===== src/rtl/cp0_pkg.sv =====
// Shared CP0 definitions: register numbers, exception codes, Status enable bits
// and the default handler vector.
package cp0_pkg;

  localparam logic [4:0] CP0_STATUS = 5'd12;
  localparam logic [4:0] CP0_CAUSE  = 5'd13;
  localparam logic [4:0] CP0_EPC    = 5'd14;

  typedef enum logic [1:0] {
    EXC_INT    = 2'b00,
    EXC_SYS    = 2'b01,
    EXC_UNIMPL = 2'b10,
    EXC_OVR    = 2'b11
  } exc_code_e;

  localparam int ST_IE_INT    = 0;
  localparam int ST_IE_SYS    = 1;
  localparam int ST_IE_UNIMPL = 2;
  localparam int ST_IE_OVR    = 3;

  localparam logic [31:0] VECTOR_DEFAULT = 32'h0000_0008;

  // Cause as seen by mfc0: only ExcCode in [3:2] is implemented.
  function automatic logic [31:0] cause_word(input exc_code_e code);
    return {28'h000_0000, code, 2'b00};
  endfunction

endpackage


===== src/rtl/cp0_sync.sv =====
// Multi-flop synchronizer for the asynchronous interrupt request level.
module cp0_sync #(
  parameter int SYNC_STAGES = 2
) (
  input  logic clk_i,
  input  logic rst_i,
  input  logic async_i,
  output logic sync_o
);

  logic [SYNC_STAGES-1:0] sync_q;

  // Shift the raw level through the chain; the oldest sample leaves at the top.
  always_ff @(posedge clk_i) begin
    if (rst_i) begin
      sync_q <= '0;
    end else begin
      sync_q <= {sync_q[SYNC_STAGES-2:0], async_i};
    end
  end

  assign sync_o = sync_q[SYNC_STAGES-1];

endmodule


===== src/rtl/cp0_exc_unit.sv =====
// CP0 exception/interrupt controller: Status/Cause/EPC, trap prioritisation,
// PC redirect, write-back kill and interrupt acknowledge.
module cp0_exc_unit
  import cp0_pkg::*;
#(
  parameter logic [31:0] VECTOR      = VECTOR_DEFAULT,
  parameter int          SYNC_STAGES = 2
) (
  input  logic        clk_i,
  input  logic        rst_i,
  input  logic [31:0] pc_i,
  input  logic [31:0] pc_next_i,
  input  logic        v_i,
  input  logic        ov_en_i,
  input  logic        sys_i,
  input  logic        unimpl_i,
  input  logic        eret_i,
  input  logic        mtc0_i,
  input  logic [4:0]  rd_i,
  input  logic [31:0] wdata_i,
  input  logic        intr_i,
  output logic [31:0] rdata_o,
  output logic        exc_take_o,
  output logic        wb_kill_o,
  output logic [31:0] pc_sel_out_o,
  output logic        inta_o
);

  logic [31:0] status_q, status_d;
  exc_code_e   cause_q, cause_d;
  logic [31:0] epc_q, epc_d;
  logic        inta_q, inta_d;

  logic        irq_s;
  logic        ovr_req_s, unimpl_req_s, sys_req_s, int_req_s;
  logic        exc_take_s;
  exc_code_e   code_s;

  cp0_sync #(
    .SYNC_STAGES(SYNC_STAGES)
  ) u_sync (
    .clk_i  (clk_i),
    .rst_i  (rst_i),
    .async_i(intr_i),
    .sync_o (irq_s)
  );

  // Gate each source by its enable and pick the highest-priority winner.
  always_comb begin
    ovr_req_s    = v_i & ov_en_i & status_q[ST_IE_OVR];
    unimpl_req_s = unimpl_i & status_q[ST_IE_UNIMPL];
    sys_req_s    = sys_i & status_q[ST_IE_SYS];
    // inta blocks a re-take while the device is still releasing intr.
    int_req_s    = irq_s & status_q[ST_IE_INT] & ~eret_i & ~inta_q;
    exc_take_s   = ovr_req_s | unimpl_req_s | sys_req_s | int_req_s;
    if (ovr_req_s) begin
      code_s = EXC_OVR;
    end else if (unimpl_req_s) begin
      code_s = EXC_UNIMPL;
    end else if (sys_req_s) begin
      code_s = EXC_SYS;
    end else begin
      code_s = EXC_INT;
    end
  end

  // Next-state for CP0 registers: a taken exception overrides eret and mtc0.
  always_comb begin
    status_d = status_q;
    cause_d  = cause_q;
    epc_d    = epc_q;
    inta_d   = 1'b0;
    if (exc_take_s) begin
      epc_d    = (code_s == EXC_INT) ? pc_next_i : pc_i;
      cause_d  = code_s;
      status_d = status_q << 3'd4;
      inta_d   = (code_s == EXC_INT);
    end else begin
      if (eret_i) begin
        status_d = status_q >> 3'd4;
      end else begin
        status_d = status_q;
      end
      if (mtc0_i) begin
        case (rd_i)
          CP0_STATUS: status_d = wdata_i;
          CP0_CAUSE:  cause_d  = exc_code_e'(wdata_i[3:2]);
          CP0_EPC:    epc_d    = wdata_i;
          default:    cause_d  = cause_q;
        endcase
      end else begin
        cause_d = cause_q;
      end
    end
  end

  // CP0 state registers with synchronous reset.
  always_ff @(posedge clk_i) begin
    if (rst_i) begin
      status_q <= 32'h0000_0000;
      cause_q  <= EXC_INT;
      epc_q    <= 32'h0000_0000;
      inta_q   <= 1'b0;
    end else begin
      status_q <= status_d;
      cause_q  <= cause_d;
      epc_q    <= epc_d;
      inta_q   <= inta_d;
    end
  end

  // mfc0 read mux; shows pre-edge values only.
  always_comb begin
    case (rd_i)
      CP0_STATUS: rdata_o = status_q;
      CP0_CAUSE:  rdata_o = cause_word(cause_q);
      CP0_EPC:    rdata_o = epc_q;
      default:    rdata_o = 32'h0000_0000;
    endcase
  end

  // PC source selection and write-back kill.
  always_comb begin
    if (exc_take_s) begin
      pc_sel_out_o = VECTOR;
    end else if (eret_i) begin
      pc_sel_out_o = epc_q;
    end else begin
      pc_sel_out_o = pc_next_i;
    end
    wb_kill_o = ovr_req_s | unimpl_req_s;
  end

  assign exc_take_o = exc_take_s;
  assign inta_o     = inta_q;

endmodule


===== config.mk =====
export PLATFORM = sky130hd
export DESIGN_NAME = cp0_exc_unit
export DESIGN_NICKNAME = d
export VERILOG_FILES = /design/src/rtl/cp0_pkg.sv /design/src/rtl/cp0_sync.sv /design/src/rtl/cp0_exc_unit.sv
export SDC_FILE = /design/constraint.sdc
export NUM_CORES = 1
export LEC_CHECK = 0
export BUFFER_PORTS_ARGS = -buffer_cell sky130_fd_sc_hd__buf_2
export CORE_MARGIN = 3
export CORE_UTILIZATION = 51
export CTS_CLUSTER_DIAMETER = 200
export DETAILED_ROUTE_END_ITERATION = 10
export PLACE_DENSITY = 0.81
export SETUP_SLACK_MARGIN = 0.3
export SLEW_MARGIN = 30
export SYNTH_ARGS = -nofsm -noshare
export SYNTH_HDL_FRONTEND = slang
export SYNTH_HIERARCHICAL = 1
export SYNTH_SLANG_ARGS = --single-unit

===== constraint.sdc =====
create_clock -name clk_i -period 2.4 [get_ports clk_i]
set_clock_uncertainty 0.2 [all_clocks]
set_input_delay 0.48 -clock clk_i [delete_from_list [all_inputs] [get_ports clk_i]]
set_output_delay 0.48 -clock clk_i [all_outputs]
set_load 0.03 [all_outputs]

# --- Yosys cells after proc, flatten, opt, wreduce, memory -nomap -nowiden ---
# Cells that the tools add are included.
word_totals:
  register_bits: 69
  output_inout_bits: 67
  word_cells: 47
op_classes:
  n_eq_ne: 3
  mux: 17
  n_bitwise: 13
  n_reduce_logical: 8
op_table:
  columns: ["operator", "n"]
  rows:
  - ["32-bit 2-to-1 mux", 10]
  - ["32-bit one-hot mux with 3 select lines", 1]
  - ["5-bit by 4-bit == test with 1-bit output, second input constant", 3]
  - ["2-bit 2-to-1 mux", 5]
  - ["1-bit AND", 7]
  - ["2-bit nonzero test", 3]
  - ["2-bit AND reduction", 2]
  - ["2-bit OR reduction", 2]
  - ["1-bit NOT", 3]
  - ["1-bit OR", 3]
  - ["2-bit logical NOT", 1]
  - ["1-bit 2-to-1 mux", 1]

# --- Depth between registers and ports, before layout ---
# Gate-level depths: netlist of run 1.
depth:
  word_depth: 7
  mapped_depth: 10
  ltp_nobuf: 5

# --- Modules after synthesis ---
# The synthesis of run 1 kept the hierarchy.
modules_own_cells:
  columns: ["mod", "instances", "cells_per_inst", "area_per_inst_um2", "seq_area_each_um2"]
  rows:
  - ["cp0_exc_unit", 1, 601, 4998.5, 1341.3]
  - ["cp0_sync", 1, 4, 52.6, 40.0]

# --- Worst setup path before layout of run 1 ---
# No wires, ideal clock.
synth_path:
  path_type: "input-to-output"
  start: "input port eret_i"
  end: "output port pc_sel_out_o[22]"
  arrival_time_ps: 2007
  t_required_ps: 1720
  path_slack_ps: -287
  stages: 9
  cell_sequence: "buf_6 > nand4bb_1 > buf_4 > and3_4 > buf_6 > clkinv_4 > buf_2 > buf_2 > nor2_1"
synth_between:
  elab_chain_cells: 5
synth_rtl:
  columns: ["item", "line_no", "rtl"]
  rows:
  - ["start: declaration", "cp0_exc_unit.sv:17", "input logic eret_i,"]
  - ["1-bit NOT", "cp0_exc_unit.sv:54", "int_req_s = irq_s & status_q[ST_IE_INT] & ~eret_i & ~inta_q;"]
  - ["1-bit AND (2 in a row)", "cp0_exc_unit.sv:54", null]
  - ["1-bit OR", "cp0_exc_unit.sv:55", "exc_take_s = ovr_req_s | unimpl_req_s | sys_req_s | int_req_s;"]
  - ["net exc_take_o", "cp0_exc_unit.sv:23", "output logic exc_take_o,"]
  - ["32-bit 2-to-1 mux", "cp0_exc_unit.sv:124", "if (exc_take_s) begin"]
  - ["end: declaration", "cp0_exc_unit.sv:25", "output logic [31:0] pc_sel_out_o,"]
# The timed path passes the listed nets, and every way through them passes these cells.

# --- Final worst setup path of run 1 ---
layout_path:
  start: "register status_q[2]"
  end: "output port pc_sel_out_o[2]"
layout_between:
  elab_chain_cells: 5
layout_rtl:
  columns: ["item", "line_no", "rtl"]
  rows:
  - ["start: declaration", "cp0_exc_unit.sv:29", "logic [31:0] status_q, status_d;"]
  - ["start signal: assignment", "cp0_exc_unit.sv:105", "status_q <= status_d;"]
  - ["1-bit AND", "cp0_exc_unit.sv:51", "unimpl_req_s = unimpl_i & status_q[ST_IE_UNIMPL];"]
  - ["1-bit OR (3 in a row)", "cp0_exc_unit.sv:55", null]
  - ["32-bit 2-to-1 mux", "cp0_exc_unit.sv:124", null]
# No other way between the ends.

==> flow_metrics.tcl, run 1 <==
set metrics [dict create \
    outcome "finished, final reports clean" \
    antenna_found_initial 0 \
    power_density_nw_per_um2 399 \
    worstMarginPinSlew_ns 0.431 \
    crit_family "buffers and inverters" \
    reg2reg_to "cause_q[1]" \
    synth.area.top_cells "dfxtp_1 (27%), mux2i_1 (14%), nor2_1 (12%)" \
    fin_tns_setup_ns 0 \
    vdd_drop_max_mv 0.347 \
    synth_commonest_cells "nor2_1 (157), mux2i_1 (70), dfxtp_1 (69), a2111oi_2 (30), o2bb2ai_1 (30)" \
    rows 35 \
    fillers 636 \
    post_drt_wl_per_cell_um 19.8 \
    diodes 0 \
    hold_path_depth 2 \
    drv_cap 0 \
    die_w_um 106 \
    numCtsBuffers 9 \
    synth_top_area_cell "dfxtp_1" \
    gp_congestion 0.835 \
    drt-total-wl_um 18200 \
    yosys_register_bits 69 \
    crit_path_end_kind "output pin" \
    synth.net_count 715 \
    nets 893 \
    vias 5572 \
    critPathKind "reg -> out" \
    insertion_delay_ns 0.35 \
    crit_path_start_kind "register" \
    setup_viol 0 \
    slowest_stage "dfxtp_2" \
    syn2layout_area_growth_pct 43.0 \
    power.leakage_nw 2.95 \
    whs_ns 0.190 \
    synth-edff-count 0 \
    max_freq_mhz 429 \
    ys_async_sr_fraction_pct 0 \
    cts.sinks 69 \
    grt_setup_unrepaired "yes" \
    drtIter0Drc 362 \
    grt_overflow 0 \
    yosysMostFrequentCell "nor2_1" \
    grt_pass1_wl_um 28400 \
    io_pins 177 \
    netlist_area_um2 5050 \
    ys.flop_type "dfxtp_1" \
    hold_end "u_sync/sync_q[0]" \
    ys_types 41 \
    maxSlewHeadroom_pct 71.2 \
    h-tree-depth 3 \
    hold_class "in -> reg" \
    fin_cells 917 \
    ctsRootBufferMaster "clkbuf_8" \
    dp.cells 878 \
    post_synth_inst_count 605 \
    drt-pass1-iter-count 5 \
    grt_max_degree 47 \
    path_cells "a32oi_2, and3_4, clkinv_8, buf_12, nor2_4, buf_6" \
    ys_warn_count 6 \
    first_global_vias 5686 \
    path_clk_slew_ns 0.08 \
    critical_path_buf_inv_count 3 \
    slew_viol_final 0 \
    totalPowerFinal_mw 2.88 \
    routed_via_density 6.08 \
    path_max_fanout 8 \
    die_h_um 106 \
    track_usage_pct 31.1 \
    hold_viol 0 \
    drive_above_1_share_pct 43.0 \
    required_ns 1.72 \
    max_stage_delay_ns 0.34 \
    fin_crit_ns 2.33 \
    die_area_um2 11100 \
    cts_buffer_depth 2 \
    ant_nets 0 \
    r2r-start "status_q[2]" \
    reg2reg_slack_ns 0.33 \
    hold_path_startpoint "intr_i" \
    min_period_over_period_pct 97.2 \
    start_util_pct 53.6 \
    synth-seq-area-share_pct 27.3 \
    critPathArrivalTime_ns 1.65 \
    cts_tree "yes" \
    hpwl_um 12100 \
    synth_top_cell_area_share_pct 27.3 \
    synth.avg_cell_area_um2 8.35 \
    core_area_um2 9420 \
    drc 0 \
    r2r.worst_path.cells 8 \
    numPortBuffers 176 \
]
## sequential cells by signal, indices dropped and copies added (netlist names)
register       cells
cause_q            2
epc_q             32
u_sync/sync_q      2
inta_o             1
status_q          32
## kinds of logic (layout without fill, tap and decap cells)
family | after synthesis | count (layout) | synth area share (%)
flip-flops | 69 | 69 | 27.3
multiplexers | 70 | 70 | 13.9
buffers and inverters | 67 | 250 | 7.31
AND/OR/NAND/NOR | 267 | 267 | 26.2
AO/OA/AOI/OAI | 132 | 132 | 25.3
## area by class of cell
class / count / area, µm² / share of cell area (%)
Clock buffer: 12 / 145 / 2.01
Sequential cell: 69 / 1390 / 19.2
Clock inverter: 4 / 47.5 / 0.658
Timing Repair Buffer: 232 / 1840 / 25.5
Inverter: 2 / 20.0 / 0.277
Tap cell: 129 / 161 / 2.23
Multi-Input combinational cell: 469 / 3620 / 50.1
## through the flow
stage | worst slack [ns] | area (µm²) | util (%)
3_5_place_dp | 0.0597 | 6420 | 68.1
5_1_grt | 0.0133 | 7220 | 76.7
3_3_place_gp | 0.0789 | 6420 | 68.1
6_report | 0.0672 | 7220 | 76.7
4_1_cts | 0.0719 | 7070 | 75.0
2_1_floorplan | 0.0527 | 5380 | -
## repair_timing
item | in CTS | in global routing
cloned | 1 | 2
pin swaps | 2 | 5
hold buffers | 0 | 0
setup endpoints to repair | 55 | 94
setup buffers | 15 | 5
gates resized for setup | 99 | 22
## worst max path at each step
stage                            from          endpoint  slack (ns)  depth (start not counted)
after detailed placement       eret_i         epc_q[22]        0.06                          8
after global placement         eret_i         epc_q[25]        0.08                          8
after CTS                 status_q[3]  pc_sel_out_o[11]        0.07                          6
after floorplan                eret_i  pc_sel_out_o[22]        0.05                          9
after global routing      status_q[3]  pc_sel_out_o[21]        0.01                          6
final                     status_q[2]   pc_sel_out_o[2]        0.07                          6
## metal layers
| metal | vias up | global-route usage (%) | routed length, µm |
|---|---|---|---|
| met3 | 47 | 5.27 | 1360 |
| met2 | 290 | 53.1 | 9210 |
| li1 | 2583 | - | - |
| met5 | - | 0 | 0 |
| met4 | 0 | 13.3 | 521 |
| met1 | 2652 | 38.5 | 7070 |
## cells in the final DEF (no fill, tap or decap), types with 3 or more instances in the layout
cell,instances
a2111oi_2,30
a211oi_1,29
a21oi_1,6
a311oi_2,4
buf_12,14
buf_2,124
buf_4,51
buf_6,37
clkbuf_8,10
dfxtp_1,64
dfxtp_2,5
mux2i_1,70
nand2_1,5
nand3_1,4
nand3b_1,28
nor2_1,123
nor2_2,3
nor2_4,31
nor2b_1,26
nor3_1,27
nor3_2,4
o2bb2ai_1,30
o31ai_1,21
o31ai_2,3
## where the power goes
part | total (mW) | leakage [nW] | switching [mW] | internal, mW
clock network | 0.955 | 0.0964 | 0.449 | 0.506
logic | 0.725 | 2.29 | 0.390 | 0.335
registers | 1.20 | 0.561 | 0.0284 | 1.17
total | 2.88 | 2.95 | 0.867 | 2.02
(Power assumes the default switching activity.)
==> run 2, diff against run 1 <==
==> constraint.sdc (replaced) <==
create_clock -name clk_i -period 2.2 [get_ports clk_i]
set_clock_uncertainty 0.2 [all_clocks]
set_input_delay 0.44 -clock clk_i [delete_from_list [all_inputs] [get_ports clk_i]]
set_output_delay 0.44 -clock clk_i [all_outputs]
set_load 0.03 [all_outputs]
==> run 2 against run 1 <==
  * The run now fails in global routing
  * Synthesized area stayed put
  * Synthesized cell count stayed put
==> flow_metrics.tcl, run 2 <==
set metrics [dict create \
    outcome "aborted with a tool error" \
    failing_step "global routing" \
    firstError "[ERROR DPL-0038] Utilization greater than 100%, impossible to legalize" \
    rows 35 \
    hpwl_um 12500 \
    synth_top_family_by_area "simple AND/OR/NAND/NOR gates" \
    synth_xor_area_share_pct 0 \
    io_pins 177 \
    ys_types 41 \
    yosysMostFrequentCell "nor2_1" \
    start_util_pct 53.6 \
    ctsRootBufferMaster "clkbuf_8" \
    ys_async_sr_fraction_pct 0 \
    endpoint_type "primary output" \
    synth-edff-count 0 \
    cts.sinks 69 \
    post_synth_inst_count 605 \
    hold_buffers 0 \
    synthSimpleGateAreaFrac_pct 26.2 \
    yosys_register_bits 69 \
    synth_top_area_cell "dfxtp_1" \
    die_h_um 106 \
    synth.avg_cell_area_um2 8.35 \
    h-tree-depth 3 \
    die_w_um 106 \
    synth.net_count 715 \
    dp.cells 891 \
    synth_fa_ha_area_share_pct 0 \
    synth_compound_area_share_pct 25.3 \
    netlist_area_um2 5050 \
    gp_congestion 0.858 \
    numPortBuffers 176 \
    crit_endpoint "pc_sel_out_o[30]" \
    synth.area.top_cells "dfxtp_1 (27%), mux2i_1 (14%), nor2_1 (12%)" \
    ys.flop_type "dfxtp_1" \
    synth_commonest_cells "nor2_1 (157), mux2i_1 (70), dfxtp_1 (69), a2111oi_2 (30), o2bb2ai_1 (30)" \
    cts_buffer_depth 2 \
    grt_max_degree 49 \
    ys_warn_count 6 \
    numCtsBuffers 9 \
    synthMuxAreaShare_pct 13.9 \
    synth-seq-area-share_pct 27.3 \
    synth_top_cell_area_share_pct 27.3 \
]
## run 2: cell counts after synthesis
Identical to the previous run, type by type.
## run 2: timing repair
item | 4_1_cts
buffers inserted | 16
endpoints found under the setup margin | 94
gates cloned | 5
pin swaps | 23
gates resized for setup | 169
## run 2: kinds of logic after synthesis
| family | Yosys count |
|---|---|
| and+or+nand+nor | 267 |
| muxes | 70 |
| buffers and inverters | 67 |
| DFF | 69 |
| AOI/OAI and AO/OA | 132 |
## run 2: metrics by stage
stage / area [µm²] / hold WS (ns) / setup slack (ns)
CTS: 7840 / 0.121 / -0.0835
detailed placement: 6770 / 0.247 / -0.0261
global placement: 6770 / 0.219 / 0.00140
floorplan: 5640 / 0.214 / -0.0752
==> run 3, diff against run 2 <==
--- a/config.mk
+++ b/config.mk
@@ -7,11 +7,9 @@
 export LEC_CHECK = 0
 export BUFFER_PORTS_ARGS = -buffer_cell sky130_fd_sc_hd__buf_2
 export CORE_MARGIN = 3
-export CORE_UTILIZATION = 51
-export CTS_CLUSTER_DIAMETER = 200
+export CORE_UTILIZATION = 40
 export DETAILED_ROUTE_END_ITERATION = 10
-export PLACE_DENSITY = 0.81
-export SETUP_SLACK_MARGIN = 0.3
+export PLACE_DENSITY_LB_ADDON = 0.15
 export SLEW_MARGIN = 30
 export SYNTH_ARGS = -nofsm -noshare
 export SYNTH_HDL_FRONTEND = slang
==> run 3 against run 2 <==
  * The flow now finishes, with violations (negative setup slack)
==> flow_metrics.tcl, run 3 (synthesis results as in run 1) <==
set metrics [dict create \
    critPathKind "reg -> out" \
    path_clk_slew_ns 0.05 \
    setup_viol 32 \
    max_freq_mhz 430 \
    grt_pass1_wl_um 28000 \
    grt_setup_unrepaired "yes" \
    antenna_found_initial 0 \
    r2r-start "status_q[2]" \
    reg2reg_slack_ns 0.16 \
    r2r.worst_path.cells 8 \
    critical_path_buf_inv_count 3 \
    drt-pass1-iter-count 5 \
    path_max_fanout 8 \
    slew_viol_final 0 \
    ctsRootBufferMaster "clkbuf_16" \
    layout_common_cells "buf_2 (143), nor2_1 (126), mux2i_1 (70), dfxtp_1 (66), buf_4 (35)" \
    required_ns 1.56 \
    drive_above_1_share_pct 41.8 \
    cts_tree "yes" \
    crit_path_start_kind "register" \
    outcome "finished with violations" \
    numPortBuffers 176 \
    start_util_pct 41.5 \
    whs_ns 0.163 \
    slowest_stage "dfxtp_2" \
    routed_via_density 5.54 \
    layout_commonest_cell "buf_2" \
    numCtsBuffers 9 \
    fin_util_pct 59.5 \
    min_period_over_period_pct 106 \
    top_regs "epc_q: 32 flops, status_q: 32 flops" \
    vias 5290 \
    maxSlewHeadroom_pct 70.4 \
    post_drt_wl_per_cell_um 18.1 \
    hold_class "in -> reg" \
    die_h_um 118 \
    fin_crit_ns 2.32 \
    grt_overflow 0 \
    hold_end "u_sync/sync_q[0]" \
    die_w_um 118 \
    rows 40 \
    die_area_um2 14000 \
    power.leakage_nw 2.96 \
    syn2layout_area_growth_pct 43.2 \
    hold_path_depth 2 \
    cts_buffer_depth 2 \
    critPathArrivalTime_ns 1.68 \
    max_stage_delay_ns 0.33 \
    track_usage_pct 24.1 \
    drt-total-wl_um 17300 \
    hpwl_um 12500 \
    place_ws_ns -0.0853 \
    hold_viol 0 \
    violations "negative setup slack" \
    drv_cap 0 \
    path_cells "a32oi_2, and3_4, clkinv_8, buf_12, nor2_4, buf_6" \
    power_density_nw_per_um2 471 \
    reg2reg_to "epc_q[28]" \
    layout_setup_ws_ns -0.123 \
    hold_path_startpoint "intr_i" \
    worstMarginPinSlew_ns 0.445 \
    io_pins 177 \
    nets 894 \
    core_area_um2 12200 \
    hold_buffers 0 \
    drc 0 \
    diodes 0 \
    vdd_drop_max_mv 0.357 \
    cts.sinks 69 \
    h-tree-depth 3 \
    gp_congestion 0.825 \
    crit_path_end_kind "output pin" \
    ant_nets 0 \
    cp-startpoint "status_q[2]" \
    drtIter0Drc 325 \
    insertion_delay_ns 0.32 \
    grt_max_degree 43 \
    crit_family "buffers and inverters" \
    fillers 1087 \
    first_global_vias 5407 \
]
==> run 3: what timing repair did <==
action / CTS / global route
hold endpoints to repair: 0 / 0
pin swaps: 2 / 2
buffers inserted: 7 / 3
gates cloned: 1 / 1
gates resized for setup: 66 / 3
setup endpoints to repair: 33 / 33
==> run 3: layer usage <==
metal	global-route usage, %	share of wire [%]	up-vias
li1	-	-	2589
met1	31.1	44	2498
met2	41.6	49	192
met3	4.40	5.7	11
met4	6.01	0.66	0
met5	0	0	-
==> run 3: how the worst max path moves through the flow <==
stage | endpoint | cells after the start
floorplan | pc_sel_out_o[22] | 9
finish | pc_sel_out_o[31] | 6
CTS | pc_sel_out_o[23] | 6
global route | pc_sel_out_o[15] | 6
global placement | pc_sel_out_o[31] | 7
detailed placement | pc_sel_out_o[26] | 7
==> run 3: layout make-up <==
type / instances / area (µm²) / area share (%)
Clock buffer: 12 / 256 / 3.55
Clock inverter: 2 / 10.0 / 0.138
Inverter: 2 / 20.0 / 0.277
Multi-Input combinational cell: 469 / 3550 / 49.2
Sequential cell: 69 / 1390 / 19.2
Tap cell: 168 / 210 / 2.91
Timing Repair Buffer: 232 / 1780 / 24.6
Timing Repair inverter: 1 / 16.3 / 0.225
==> run 3: stage by stage <==
stage | TNS, ns | instance area (µm²) | total power, mW | instances
final | -3.21 | 7230 | 3.41 | 955
after global placement | -1.45 | 6640 | 2.03 | 929
after global routing | -4.97 | 7230 | 3.54 | 955
after detailed placement | -2.14 | 6640 | 2.04 | 929
after floorplan | -2.00 | 5370 | 1.78 | 605
after CTS | -4.28 | 7180 | 3.43 | 951
==> run 3: power breakdown <==
group	leakage, nW	switching, mW	total (mW)	internal (mW)
clock	0.134	0.512	1.32	0.808
combinational	2.27	0.409	0.772	0.363
sequential	0.560	0.0301	1.31	1.28
total	2.96	0.951	3.41	2.45
